===== config.mk =====
export PLATFORM = sky130hd
export DESIGN_NAME = instr_sequencer
export DESIGN_NICKNAME = d
export VERILOG_FILES = /design/src/rtl/instr_sequencer.sv
export SDC_FILE = /design/constraint.sdc
export NUM_CORES = 1
export LEC_CHECK = 0
export BUFFER_PORTS_ARGS = -buffer_cell sky130_fd_sc_hd__buf_2
export CAP_MARGIN = 20
export CELL_PAD_IN_SITES_DETAIL_PLACEMENT = 1
export CELL_PAD_IN_SITES_GLOBAL_PLACEMENT = 1
export CORE_AREA = 8 8 116 118
export DETAILED_ROUTE_END_ITERATION = 12
export DIE_AREA = 0 0 124 126
export PLACE_DENSITY = 0.86
export SYNTH_ARGS = -nofsm -noshare
export SYNTH_HDL_FRONTEND = slang
export SYNTH_SLANG_ARGS = --single-unit

===== constraint.sdc =====
create_clock -name clk -period 6.51 [get_ports clk]
set_input_delay 0.9765 -clock clk [delete_from_list [all_inputs] [get_ports clk]]
set_output_delay 0.9765 -clock clk [all_outputs]
set_load 0.005 [all_outputs]

===== src/rtl/instr_sequencer.sv =====
// instr_sequencer: multicycle FETCH/DECODE/EXEC(/LDWB) control for the 16-bit
// CR16 subset. Owns pc, ir and psr; drives register-file, ALU and memory
// control as pure combinational functions of state, ir and datapath inputs.
//
// Handshake contract (memory and register file, no back-pressure anywhere):
//   - mem_re high with mem_addr in cycle N => mem_rdata holds that word in N+1.
//   - mem_we high with mem_addr/mem_wdata commits at the rising edge ending
//     the cycle; regwrite/wa/wd commit the same way.
//   - rd1/rd2 follow ra1/ra2 combinationally within the cycle.
//
// dbg_state exposes the FSM: 0 = FETCH, 1 = DECODE, 2 = EXEC, 3 = LDWB.
module instr_sequencer #(
  parameter logic [15:0] PC_RESET = 16'h0000
) (
  input  logic        clk,
  input  logic        rst_n,
  input  logic [15:0] mem_rdata,
  output logic [15:0] mem_addr,
  output logic        mem_re,
  output logic        mem_we,
  output logic [15:0] mem_wdata,
  input  logic [15:0] rd1,
  input  logic [15:0] rd2,
  output logic [3:0]  ra1,
  output logic [3:0]  ra2,
  output logic [3:0]  wa,
  output logic        regwrite,
  output logic [15:0] wd,
  output logic [1:0]  aluop,
  output logic [5:0]  funct,
  output logic [15:0] alu_b,
  input  logic [15:0] alu_result,
  input  logic [4:0]  alu_flags,
  output logic [4:0]  psr,
  output logic [15:0] pc,
  output logic [1:0]  dbg_state
);

  typedef enum logic [1:0] {
    S_FETCH  = 2'd0,
    S_DECODE = 2'd1,
    S_EXEC   = 2'd2,
    S_LDWB   = 2'd3
  } state_t;

  // ALU function / opcode values shared by register and immediate forms
  localparam logic [3:0] OP_RTYPE = 4'b0000;
  localparam logic [3:0] OP_MEM   = 4'b0100;
  localparam logic [3:0] OP_BCOND = 4'b1100;
  localparam logic [3:0] OP_LUI   = 4'b1111;
  localparam logic [3:0] F_ADD    = 4'b0101;
  localparam logic [3:0] F_SUB    = 4'b1001;
  localparam logic [3:0] F_CMP    = 4'b1011;
  localparam logic [3:0] F_MOV    = 4'b1101;
  localparam logic [3:0] X_LOAD   = 4'b0000;
  localparam logic [3:0] X_STOR   = 4'b0100;
  localparam logic [3:0] X_JCOND  = 4'b1100;

  localparam logic [1:0] ALUOP_FUNCT = 2'b00;
  localparam logic [1:0] ALUOP_ADD   = 2'b01;

  // psr / alu_flags bit positions: {C,L,F,Z,N}
  localparam int P_C = 4;
  localparam int P_L = 3;
  localparam int P_F = 2;
  localparam int P_Z = 1;
  localparam int P_N = 0;

  state_t      state;
  state_t      next_state;
  logic [15:0] ir;
  logic [15:0] pc_next;
  logic        psr_load;

  // Instruction fields
  logic [3:0]  opcode;
  logic [3:0]  rdest;
  logic [3:0]  opext;
  logic [3:0]  rsrc;
  logic [7:0]  imm8;

  // Decode results
  logic        is_reg_alu;
  logic        is_imm_alu;
  logic        is_lui;
  logic        is_alu;
  logic [3:0]  alu_code;
  logic        is_arith;
  logic        writes_reg;
  logic        is_load;
  logic        is_stor;
  logic        is_jcond;
  logic        is_bcond;
  logic        cond_true;
  logic [15:0] imm_sext;
  logic [15:0] imm_zext;
  logic [15:0] imm_operand;
  logic [15:0] pc_inc;
  logic [15:0] br_target;

  // True for the seven ALU function codes the datapath implements
  function automatic logic is_alu_code(input logic [3:0] c);
    case (c)
      4'b0001, 4'b0010, 4'b0011,
      4'b0101, 4'b1001, 4'b1011, 4'b1101: is_alu_code = 1'b1;
      default:                            is_alu_code = 1'b0;
    endcase
  endfunction

  assign opcode = ir[15:12];
  assign rdest  = ir[11:8];
  assign opext  = ir[7:4];
  assign rsrc   = ir[3:0];
  assign imm8   = ir[7:0];

  assign imm_sext  = {{8{imm8[7]}}, imm8};
  assign imm_zext  = {8'h00, imm8};
  assign pc_inc    = pc + 16'd1;
  assign br_target = pc + imm_sext;

  // Store data always comes from the Rdest read port
  assign mem_wdata = rd1;
  assign dbg_state = state;

  // Classify the instruction held in ir
  always_comb begin
    is_reg_alu  = (opcode == OP_RTYPE) && is_alu_code(opext);
    // opcode 0000 is never an ALU code, so it cannot alias the R-type group
    is_imm_alu  = is_alu_code(opcode);
    is_lui      = (opcode == OP_LUI);
    is_alu      = is_reg_alu || is_imm_alu || is_lui;
    if (is_reg_alu) begin
      alu_code = opext;
    end else if (is_lui) begin
      alu_code = F_MOV;
    end else begin
      alu_code = opcode;
    end
    // ADD/SUB/CMP (and immediates) are the only flag-producing instructions
    is_arith    = (is_reg_alu || is_imm_alu) &&
                  ((alu_code == F_ADD) || (alu_code == F_SUB) || (alu_code == F_CMP));
    writes_reg  = is_alu && (alu_code != F_CMP);
    // Arithmetic immediates are signed, logical/move immediates are unsigned
    imm_operand = is_arith ? imm_sext : imm_zext;
    is_load     = (opcode == OP_MEM) && (opext == X_LOAD);
    is_stor     = (opcode == OP_MEM) && (opext == X_STOR);
    is_jcond    = (opcode == OP_MEM) && (opext == X_JCOND);
    is_bcond    = (opcode == OP_BCOND);
  end

  // Evaluate the branch/jump condition held in the Rdest/cond field
  always_comb begin
    cond_true = 1'b0;
    case (rdest)
      4'b0000: cond_true =  psr[P_Z];                // EQ
      4'b0001: cond_true = !psr[P_Z];                // NE
      4'b0010: cond_true =  psr[P_C];                // CS
      4'b0011: cond_true = !psr[P_C];                // CC
      4'b0100: cond_true =  psr[P_L];                // HI
      4'b0101: cond_true = !psr[P_L];                // LS
      4'b0110: cond_true =  psr[P_N];                // GT
      4'b0111: cond_true = !psr[P_N];                // LE
      4'b1000: cond_true =  psr[P_F];                // FS
      4'b1001: cond_true = !psr[P_F];                // FC
      4'b1010: cond_true = !psr[P_L] && !psr[P_Z];   // LO
      4'b1011: cond_true =  psr[P_L] ||  psr[P_Z];   // HS
      4'b1100: cond_true = !psr[P_N] && !psr[P_Z];   // LT
      4'b1101: cond_true =  psr[P_N] ||  psr[P_Z];   // GE
      4'b1110: cond_true = 1'b1;                     // UC
      default: cond_true = 1'b0;                     // never
    endcase
  end

  // Next-state and all datapath control outputs
  always_comb begin
    next_state = state;
    pc_next    = pc;
    psr_load   = 1'b0;
    mem_addr   = pc;
    mem_re     = 1'b0;
    mem_we     = 1'b0;
    ra1        = 4'h0;
    ra2        = 4'h0;
    wa         = 4'h0;
    regwrite   = 1'b0;
    wd         = alu_result;
    aluop      = ALUOP_ADD;
    funct      = 6'b000000;
    alu_b      = 16'h0000;

    unique case (state)
      S_FETCH: begin
        mem_re     = 1'b1;
        next_state = S_DECODE;
      end

      S_DECODE: begin
        next_state = S_EXEC;
      end

      S_EXEC: begin
        ra1        = rdest;
        ra2        = rsrc;
        next_state = S_FETCH;
        pc_next    = pc_inc;
        if (is_alu) begin
          aluop    = ALUOP_FUNCT;
          funct    = {2'b00, alu_code};
          wa       = rdest;
          regwrite = writes_reg;
          wd       = alu_result;
          psr_load = is_arith;
          if (is_reg_alu) begin
            alu_b = rd2;
          end else if (is_lui) begin
            alu_b = {imm8, 8'h00};
          end else begin
            alu_b = imm_operand;
          end
        end else if (is_load) begin
          // Read issued now, data returns during LDWB; pc advances there
          mem_addr   = rd2;
          mem_re     = 1'b1;
          pc_next    = pc;
          next_state = S_LDWB;
        end else if (is_stor) begin
          mem_addr = rd2;
          mem_we   = 1'b1;
        end else if (is_jcond) begin
          pc_next = cond_true ? rd2 : pc_inc;
        end else if (is_bcond) begin
          pc_next = cond_true ? br_target : pc_inc;
        end
        // Any other encoding falls through as a NOP with pc+1
      end

      S_LDWB: begin
        ra1        = rdest;
        ra2        = rsrc;
        wa         = rdest;
        mem_addr   = rd2;
        regwrite   = 1'b1;
        wd         = mem_rdata;
        pc_next    = pc_inc;
        next_state = S_FETCH;
      end

      default: begin
        next_state = S_FETCH;
      end
    endcase
  end

  // State, pc, ir and psr registers; reset forces FETCH so no write strobe can assert
  always_ff @(posedge clk or negedge rst_n) begin
    if (!rst_n) begin
      state <= S_FETCH;
      pc    <= PC_RESET;
      ir    <= 16'h0000;
      psr   <= 5'b00000;
    end else begin
      state <= next_state;
      pc    <= pc_next;
      if (state == S_DECODE) begin
        ir <= mem_rdata;
      end
      if (psr_load) begin
        psr <= alu_flags;
      end
    end
  end

endmodule


======== Word level (Yosys, flattened, before mapping) ========
Index checks and enable logic that the tools add are counted.
cells by class
  multiplexer cells ....................... 45
  equality and inequality tests ........... 41
  reduce and logical (&&, ||, !) cells .... 28
  add/subtract/negate cells ............... 2
operators with widths
  operator               count
  $mux 16                16
  $eq 4x4->1 const B     18
  $pmux 16 s2            2
  $eq 4x3->1 const B     9
  $mux 4                 7
  $eq 4x2->1 const B     6
  $add 16x1->16 const B  1
  $add 16x16->16         1
  $pmux 1 s15            1
  $reduce_or 7->1        2
  $mux 1                 13
  $eq 4x1->1 const B     3
  $logic_not 4->1        3
  $logic_and 1x1->1      8
  $pmux 2 s4             1
  $pmux 4 s2             1
  $logic_or 1x1->1       6
  $logic_not 1->1        5
  $eq 2x2->1 const B     2
  $mux 2                 2
  $ne 4x4->1 const B     1
  $pmux 1 s2             2
  $ne 3x3->1 const B     1
  $eq 2x1->1 const B     1
  4 further kinds        4
word-level totals
  register bits after elaboration ......... 39
  output and inout bits ................... 110
  input port bits ......................... 71
  logic and storage cells ................. 120

======== Logic depth before layout (Yosys ltp) ========
Gate-level depths: netlist (run 1).
  depth after elaboration ................. 14
  mapped depth ............................ 10
  mapped depth without buffers ............ 10

======== Worst setup path before layout (run 1) ========
OpenSTA, ideal clock, no wires.
  kind .................................... reg2out
  start point ............................. register ir[7]
  end point ............................... output port alu_b[10]
  required time ........................... 5.534 ns
  setup slack ............................. 3.385 ns
  cell stages (with the launch flop) ...... 8
  arrival time ............................ 2.148 ns
  cell sequence ........................... dfrtp_1 > buf_2 > nor2b_4 > o21a_1 > a31oi_1 > mux2_2 > or4_4 > o21ai_0
between the ends
  longest elaborated chain between the ends .. 14
RTL lines
  element                                   RTL line  RTL
  from (decl)                               71        logic [15:0] ir;
  from (signal assigned)                    265       ir <= mem_rdata;
  $eq 4x1->1 (tied with other cells)        103       case (c)
  $reduce_or 7->1                           103
  $mux 1                                    103
  $logic_and 1x1->1                         127       is_reg_alu = (opcode == OP_RTYPE) && is_alu_code(opext);
  $mux 4                                    132       if (is_reg_alu) begin
  $eq 4x3->1 or $eq 4x4->1 (tied branches)  141       ((alu_code == F_ADD) || (alu_code == F_SUB) || (alu_code == F_CMP));
  $logic_or 1x1->1 (2 in series)            141
  $logic_and 1x1->1                         140       is_arith = (is_reg_alu || is_imm_alu) &&
  $mux 16                                   144       imm_operand = is_arith ? imm_sext : imm_zext;
  $mux 16                                   215       end else if (is_lui) begin
  $mux 16                                   213       if (is_reg_alu) begin
  $mux 16 *                                 206       if (is_alu) begin
  $mux 16 *                                 191       unique case (state)
  to (decl)                                 31        output logic [15:0] alu_b,
Every way passes the cells marked *; elsewhere a longest branch is shown, timed or not.

======== Worst setup path after layout (run 1) ========
  start point ............................. register ir[15]
  end point ............................... output port alu_b[8]
between the ends
  longest elaborated chain between the ends .. 12
RTL lines
  element                                        RTL line
  $eq 4x4->1 or $logic_not 4->1 (tied branches)  130, 127
  $mux 4 or $logic_and 1x1->1 (tied branches)    134, 127
  $mux 4                                         132
  $eq 4x3->1 or $eq 4x4->1 (tied branches)       141
  $logic_or 1x1->1 (2 in series)                 141
  $logic_and 1x1->1                              140
  $mux 16                                        144
  $mux 16                                        215
  $mux 16                                        213
  $mux 16 *                                      206
  $mux 16 *                                      191
Marks and branches as above.

==> flow_metrics.env, run 1 <==
export IMPL_crit_arrival_ps=3350
export IMPL_hpwl_um=13100
export IMPL_min_path_type="flip-flop to flip-flop"
export IMPL_hold_end="psr[4]$_DFFE_PN0P_"
export IMPL_postPlaceCellArea_sq_um=4820
export IMPL_routedWlPerCell_um=22.3
export IMPL_io_pins=181
export IMPL_hold_viol=0
export IMPL_rows=40
export IMPL_cts_resized=0
export IMPL_hold_path_cell_count=1
export IMPL_cts_clk_slew_worst_paths_ps=60
export IMPL_setup_viol=0
export IMPL_relSlewSlack_pct=36.0
export IMPL_clockBufferDepth=2
export IMPL_drtPass1Iterations=4
export IMPL_mostFrequentLayoutCell="buf_2"
export IMPL_postCtsSetupBuffers=0
export IMPL_cp_required_ps=5530
export IMPL_cts_buffers_inserted=5
export IMPL_layout_drive_gt1_share_pct=35.8
export IMPL_die_w_um=124
export IMPL_grt_max_degree=40
export IMPL_port_buffers=145
export IMPL_hold_start="psr[4]$_DFFE_PN0P_"
export IMPL_post_route_drc_count=0
export IMPL_cts_root_buffer="clkbuf_16"
export IMPL_skew_ps=11.6
export IMPL_critPathKind="flip-flop to output pin"
export IMPL_synth_adder_area_share_pct=5.27
export IMPL_place_gp_congestion=0.905
export IMPL_worst_r2r_path_depth=8
export IMPL_ys_flop_type="dfrtp_1"
export IMPL_crit_fanout=20
export IMPL_pwr_density_cell_nw_per_um2=559
export IMPL_nets=699
export IMPL_drv_slew=0
export IMPL_antenna_found_initial=0
export IMPL_htree_num_levels=2
export IMPL_grt_pass1_wl_um=27000
export IMPL_final_antenna_net_count=0
export IMPL_async_flop_share_pct=100
export IMPL_synthMuxAreaShare_pct=12.5
export IMPL_core_area_sq_um=11700
export IMPL_ir_drop_v=0.000202
export IMPL_tns_ps=0
export IMPL_tightest_slew_ps=960
export IMPL_floorplan_initialDensity_pct=35.7
export IMPL_cts_hold_buffers=0
export IMPL_max_freq_mhz=231
export IMPL_wl_um=16900
export IMPL_die_area_sq_um=15600
export IMPL_vias_per_cell=6.03
export IMPL_cp_end_kind="output pin"
export IMPL_cts_sinks=39
export IMPL_synth_cell_types=79
export IMPL_final_cell_mix="145 x buf_2, 45 x mux2_2, 39 x dfrtp_1, 38 x nand2_1, 37 x nor2_1"
export IMPL_yosysSeqAreaShare_pct=23.4
export IMPL_synth_seq_cells=39
export IMPL_grtUsageTotal_pct=21.6
export IMPL_clock_latency_ps=290
export IMPL_p_leak_nw=2.17
export IMPL_r2r_start="ir[7]$_DFFE_PN0N_"
export IMPL_yosys_warnings=0
export IMPL_synth_edf_count=0
export IMPL_final_min_clock_period_ps=4320
export IMPL_period_share_pct=66.4
export IMPL_grt_overflow=0
export IMPL_finalInstanceArea_sq_um=4990
export IMPL_r2r_end="pc[13]$_DFFE_PN0P_"
export IMPL_rsz0062_at_grt="false"
export IMPL_tritoncts="yes"
export IMPL_synth_xor_area_share_pct=2.94
export IMPL_grt_pass1_vias=5077
export IMPL_worst_setup_path_start_kind="flip-flop"
export IMPL_synth_compound_area_share_pct=25.1
export IMPL_r2r_setup_slack_ps=3380
export IMPL_synth_area_sq_um=4180
export IMPL_die_h_um=126
export IMPL_insertedDiodeCount=0
export IMPL_maxCapViolCount=0
export IMPL_syn_area_per_cell_sq_um=8.29
export IMPL_synthCells=504
export IMPL_synth_top_family_by_area="compound AO/OA/AOI/OAI gates"
export IMPL_area_delta_synth_final_pct=19.5
export IMPL_synth_simple_area_share_pct=22.4
export IMPL_outcome="finished, final reports clean"
export IMPL_vias=4578
export IMPL_first_iter_violations=280
-- worst max-delay path, stage by stage, from the launching register on --
cell and delay [ps]:
dfrtp_1 520, nor3_1 380, o2111a_1 720, a21oi_1 230
mux2_2 340, or4_4 570, o21ai_0 130, buf_2 170
-- where the power goes --
part / switching [mW] / leakage, nW / internal (mW) / total (mW)
logic: 1.01 / 1.64 / 0.822 / 1.83
clock network: 0.113 / 0.0868 / 0.191 / 0.304
registers: 0.295 / 0.445 / 0.357 / 0.653
-- metrics by stage --
step / cells / util (%) / hold WS [ps] / worst slack [ps] / total power [mW]
2_1_floorplan: 506 / - / 536 / 3390 / 1.89
5_1_grt: 759 / 42.6 / 587 / 2000 / 3.00
3_3_place_gp: 751 / 41.1 / 548 / 2610 / 2.38
3_5_place_dp: 751 / 41.1 / 547 / 2510 / 2.46
6_report: 759 / 42.6 / 565 / 2190 / 2.79
4_1_cts: 759 / 42.6 / 563 / 2200 / 2.79
-- logic make-up after synthesis --
logic type / count (synthesis)
DFF: 39
adders and majority gates: 17
buffers and inverters: 63
other: 1
and+or+nand+nor: 172
xor gates and xnor gates: 14
muxes: 46
AOI/OAI and AO/OA: 152
-- layout make-up --
cell class	instances	area, sq um
fillers	1492	6720
multi-input cells	404	2860
flip-flops and latches	39	976
repair buffers	148	748
well taps	147	184
clock buffers	6	139
inverters	13	48.8
clock inverters	2	35.0
-- sequential cells by signal, summed over array words and instances, names as in the netlist --
register	cells
dbg_state	2
psr	5
pc	16
ir	16
-- metal layers --
| metal | GRT usage [%] | vias up | wire length [um] |
|---|---|---|---|
| li1 | - | 2086 | - |
| met1 | 25.7 | 2245 | 6890 |
| met2 | 36.7 | 212 | 8240 |
| met3 | 5.14 | 35 | 1300 |
| met4 | 7.84 | 0 | 462 |
| met5 | 0 | - | 0 |
-- how the worst max path moves through the flow --
stage,from,endpoint
floorplan,ir[7]$_DFFE_PN0N_,alu_b[10]
global placement,ir[12]$_DFFE_PN0N_,alu_b[8]
detailed placement,ir[12]$_DFFE_PN0N_,alu_b[8]
CTS,ir[12]$_DFFE_PN0N_,alu_b[8]
global route,ir[15]$_DFFE_PN0N_,alu_b[8]
finish,ir[15]$_DFFE_PN0N_,alu_b[8]
-- cell usage after synthesis (4+ instances only) --
library cell / count / share of area (%)
nand2_1: 38 / 3.4
mux2_2: 45 / 12
nand3_1: 22 / 2.6
buf_4: 21 / 3.8
ha_1: 16 / 4.8
xnor2_1: 11 / 2.3
a31oi_1: 5 / 0.75
buf_2: 8 / 0.96
a21oi_1: 29 / 3.5
nor3_1: 9 / 1.1
inv_1: 13 / 1.2
and2_1: 15 / 2.2
nor2_1: 37 / 3.3
dfrtp_1: 39 / 23
nor4_1: 5 / 0.75
a211o_1: 4 / 0.84
a211oi_1: 5 / 0.90
nand4_1: 6 / 0.90
or3_1: 6 / 0.90
and3_1: 8 / 1.2
o22ai_1: 10 / 1.5
clkbuf_1: 14 / 1.3
o21ai_0: 32 / 3.8
o21a_1: 6 / 1.1
a22oi_1: 13 / 2.3
Note: power is estimated with default switching activity, not from simulation.
==> run 2: changes to the inputs <==
--- a/config.mk
+++ b/config.mk
@@ -9,10 +9,10 @@
 export CAP_MARGIN = 20
 export CELL_PAD_IN_SITES_DETAIL_PLACEMENT = 1
 export CELL_PAD_IN_SITES_GLOBAL_PLACEMENT = 1
-export CORE_AREA = 8 8 116 118
+export CORE_AREA = 8 8 119 121
 export DETAILED_ROUTE_END_ITERATION = 12
-export DIE_AREA = 0 0 124 126
-export PLACE_DENSITY = 0.86
+export DIE_AREA = 0 0 127 129
+export PLACE_DENSITY = 0.82
 export SYNTH_ARGS = -nofsm -noshare
 export SYNTH_HDL_FRONTEND = slang
 export SYNTH_SLANG_ARGS = --single-unit
==> constraint.sdc (replaced) <==
create_clock -name clk -period 4.5 [get_ports clk]
set_input_delay 0.675 -clock clk [delete_from_list [all_inputs] [get_ports clk]]
set_output_delay 0.675 -clock clk [all_outputs]
set_load 0.005 [all_outputs]
==> run 2 against run 1 <==
Effect of this change: wire length increased by 1.6%; power increased by 43%; worst hold slack got worse by 26 ps; core utilization decreased by 2.1 points; first-iteration DRC count decreased by 14%; clock-buffer cell count decreased by 1; die area increased by 4.9%; largest cell class unchanged; sequential cell count unchanged; clock power increased by 25%; sequential power increased by 40%; worst setup slack got worse by 1400 ps.
==> flow_metrics.env, run 2 (synthesis results as in run 1) <==
export IMPL_endpoint="alu_b[10]"
export IMPL_period_share_pct=82.6
export IMPL_final_antenna_net_count=0
export IMPL_post_route_drc_count=0
export IMPL_r2r_setup_slack_ps=1520
export IMPL_setup_viol=0
export IMPL_cts_hold_buffers=0
export IMPL_crit_family="simple AND/OR/NAND/NOR gates"
export IMPL_drtPass1Iterations=4
export IMPL_final_min_clock_period_ps=3720
export IMPL_crit_arrival_ps=3040
export IMPL_cpPeakStageDelay_ps=770
export IMPL_vias_per_cell=5.98
export IMPL_rows=41
export IMPL_port_buffers=145
export IMPL_finalInstanceArea_sq_um=4980
export IMPL_antenna_found_initial=0
export IMPL_nets=701
export IMPL_cp_end_kind="output pin"
export IMPL_hold_viol=0
export IMPL_hpwl_um=13300
export IMPL_grt_max_degree=40
export IMPL_wl_um=17200
export IMPL_cts_root_buffer="clkbuf_16"
export IMPL_insertedDiodeCount=0
export IMPL_path_cells="nor2b_4 -> o211a_1 -> or2_4 -> nand2_1 -> or4_4 -> o21ai_0 -> buf_2"
export IMPL_cts_sinks=39
export IMPL_critPathKind="flip-flop to output pin"
export IMPL_tns_ps=0
export IMPL_p_clk_share_pct=9.6
export IMPL_drv_slew=0
export IMPL_maxCapViolCount=0
export IMPL_tightest_slew_ps=1020
export IMPL_first_iter_violations=241
export IMPL_cts_clk_slew_worst_paths_ps=60
export IMPL_r2r_end="pc[9]$_DFFE_PN0P_"
export IMPL_crit_path_top_delay_cell="or4_4"
export IMPL_layout_drive_gt1_share_pct=36.0
export IMPL_skew_ps=10.3
export IMPL_pwr_density_cell_nw_per_um2=799
export IMPL_grt_pass1_vias=4953
export IMPL_p_int_mw=1.92
export IMPL_routedWlPerCell_um=22.5
export IMPL_switching_share_pct=51.7
export IMPL_cts_buffers_inserted=5
export IMPL_rsz0062_at_grt="false"
export IMPL_die_h_um=129
export IMPL_clock_latency_ps=300
export IMPL_outcome="finished, final reports clean"
export IMPL_io_pins=181
export IMPL_worst_setup_path_start_kind="flip-flop"
export IMPL_htree_num_levels=2
export IMPL_path_depth=7
export IMPL_path_buf_inv=1
export IMPL_crit_fanout=22
export IMPL_max_freq_mhz=269
export IMPL_die_w_um=127
export IMPL_fillers=1536
export IMPL_grt_pass1_wl_um=26900
export IMPL_worst_r2r_path_depth=7
export IMPL_grtUsageTotal_pct=20.4
export IMPL_grt_overflow=0
export IMPL_final_cell_mix="145 x buf_2, 45 x mux2_2, 39 x dfrtp_1, 38 x nand2_1, 37 x nor2_1"
export IMPL_relSlewSlack_pct=31.9
export IMPL_postCtsSetupBuffers=0
export IMPL_crit_path_start="ir[5]$_DFFE_PN0N_"
export IMPL_floorplan_initialDensity_pct=33.9
export IMPL_tritoncts="yes"
export IMPL_cp_required_ps=3830
export IMPL_ir_drop_v=0.000317
export IMPL_clockBufferDepth=2
export IMPL_p_sw_mw=2.06
export IMPL_area_delta_synth_final_pct=19.3
export IMPL_postPlaceCellArea_sq_um=4830
export IMPL_min_path_type="input port to asynchronous set/reset pin"
export IMPL_core_area_sq_um=12300
export IMPL_die_area_sq_um=16400
export IMPL_seqPwrFrac_pct=22.9
export IMPL_mostFrequentLayoutCell="buf_2"
export IMPL_r2r_start="dbg_state[0]$_DFF_PN0_"
export IMPL_place_gp_congestion=0.888
export IMPL_power_frac_comb_pct=67.5
export IMPL_vias=4567
export IMPL_cts_resized=0
export IMPL_p_leak_nw=2.16
export IMPL_top_regs="ir: 16 flops, pc: 16 flops, psr: 5 flops"
-- run 2: final cells by class --
class                   instances  area, sq um  area share (%)
multi-input cells             404         2860            57.4
flip-flops and latches         39          976            19.6
repair buffers                150          763            15.3
well taps                     150          188            3.77
clock buffers                   5          125            2.51
inverters                      13         48.8           0.979
clock inverters                 3         23.8           0.477
-- run 2: per-layer routing --
| metal | vias to the layer above | share of wire (%) | track usage (%) |
|---|---|---|---|
| li1 | 2087 | - | - |
| met1 | 2226 | 41 | 23.6 |
| met2 | 218 | 48 | 36.3 |
| met3 | 36 | 7.9 | 4.72 |
| met4 | 0 | 2.6 | 6.93 |
| met5 | - | 0 | 0 |
-- run 2: worst reg2reg max path, cell delays in order (launching register included) --
cell and delay, ps:
dfrtp_1 490, and2_1 490, a41o_1 380, nor3_4 310, nand3_2 370, nor2_1 490, o21ai_0 190, o221a_2 160
-- run 2: power by group through the flow --
stage	logic (mW)	clock network, mW	registers, mW
final	2.69	0.380	0.913
after global routing	2.93	0.396	0.952
after detailed placement	2.65	0	0.913
after global placement	2.55	0	0.897
after CTS	2.68	0.386	0.907
after floorplan	2.02	0	0.712
-- run 2: worst min-delay path by stage --
stage,to,start,slack (ps),cells past startpoint
final,ir[13]$_DFFE_PN0N_,rst_n,540,1
after floorplan,dbg_state[0]$_DFF_PN0_,rst_n,380,0
after global routing,psr[4]$_DFFE_PN0P_,psr[4]$_DFFE_PN0P_,590,1
after detailed placement,psr[4]$_DFFE_PN0P_,psr[4]$_DFFE_PN0P_,550,1
after CTS,psr[4]$_DFFE_PN0P_,psr[4]$_DFFE_PN0P_,570,1
after global placement,psr[0]$_DFFE_PN0P_,psr[0]$_DFFE_PN0P_,550,1
-- run 2: through the flow --
stage	power, mW	util [%]	cells	worst slack (ps)	hold WS [ps]
after detailed placement	3.56	39.3	756	1070	550
final	3.98	40.5	764	782	539
after floorplan	2.73	-	506	1680	379
after CTS	3.97	40.5	764	761	567
after global placement	3.45	39.3	756	1170	549
after global routing	4.28	40.5	764	542	590
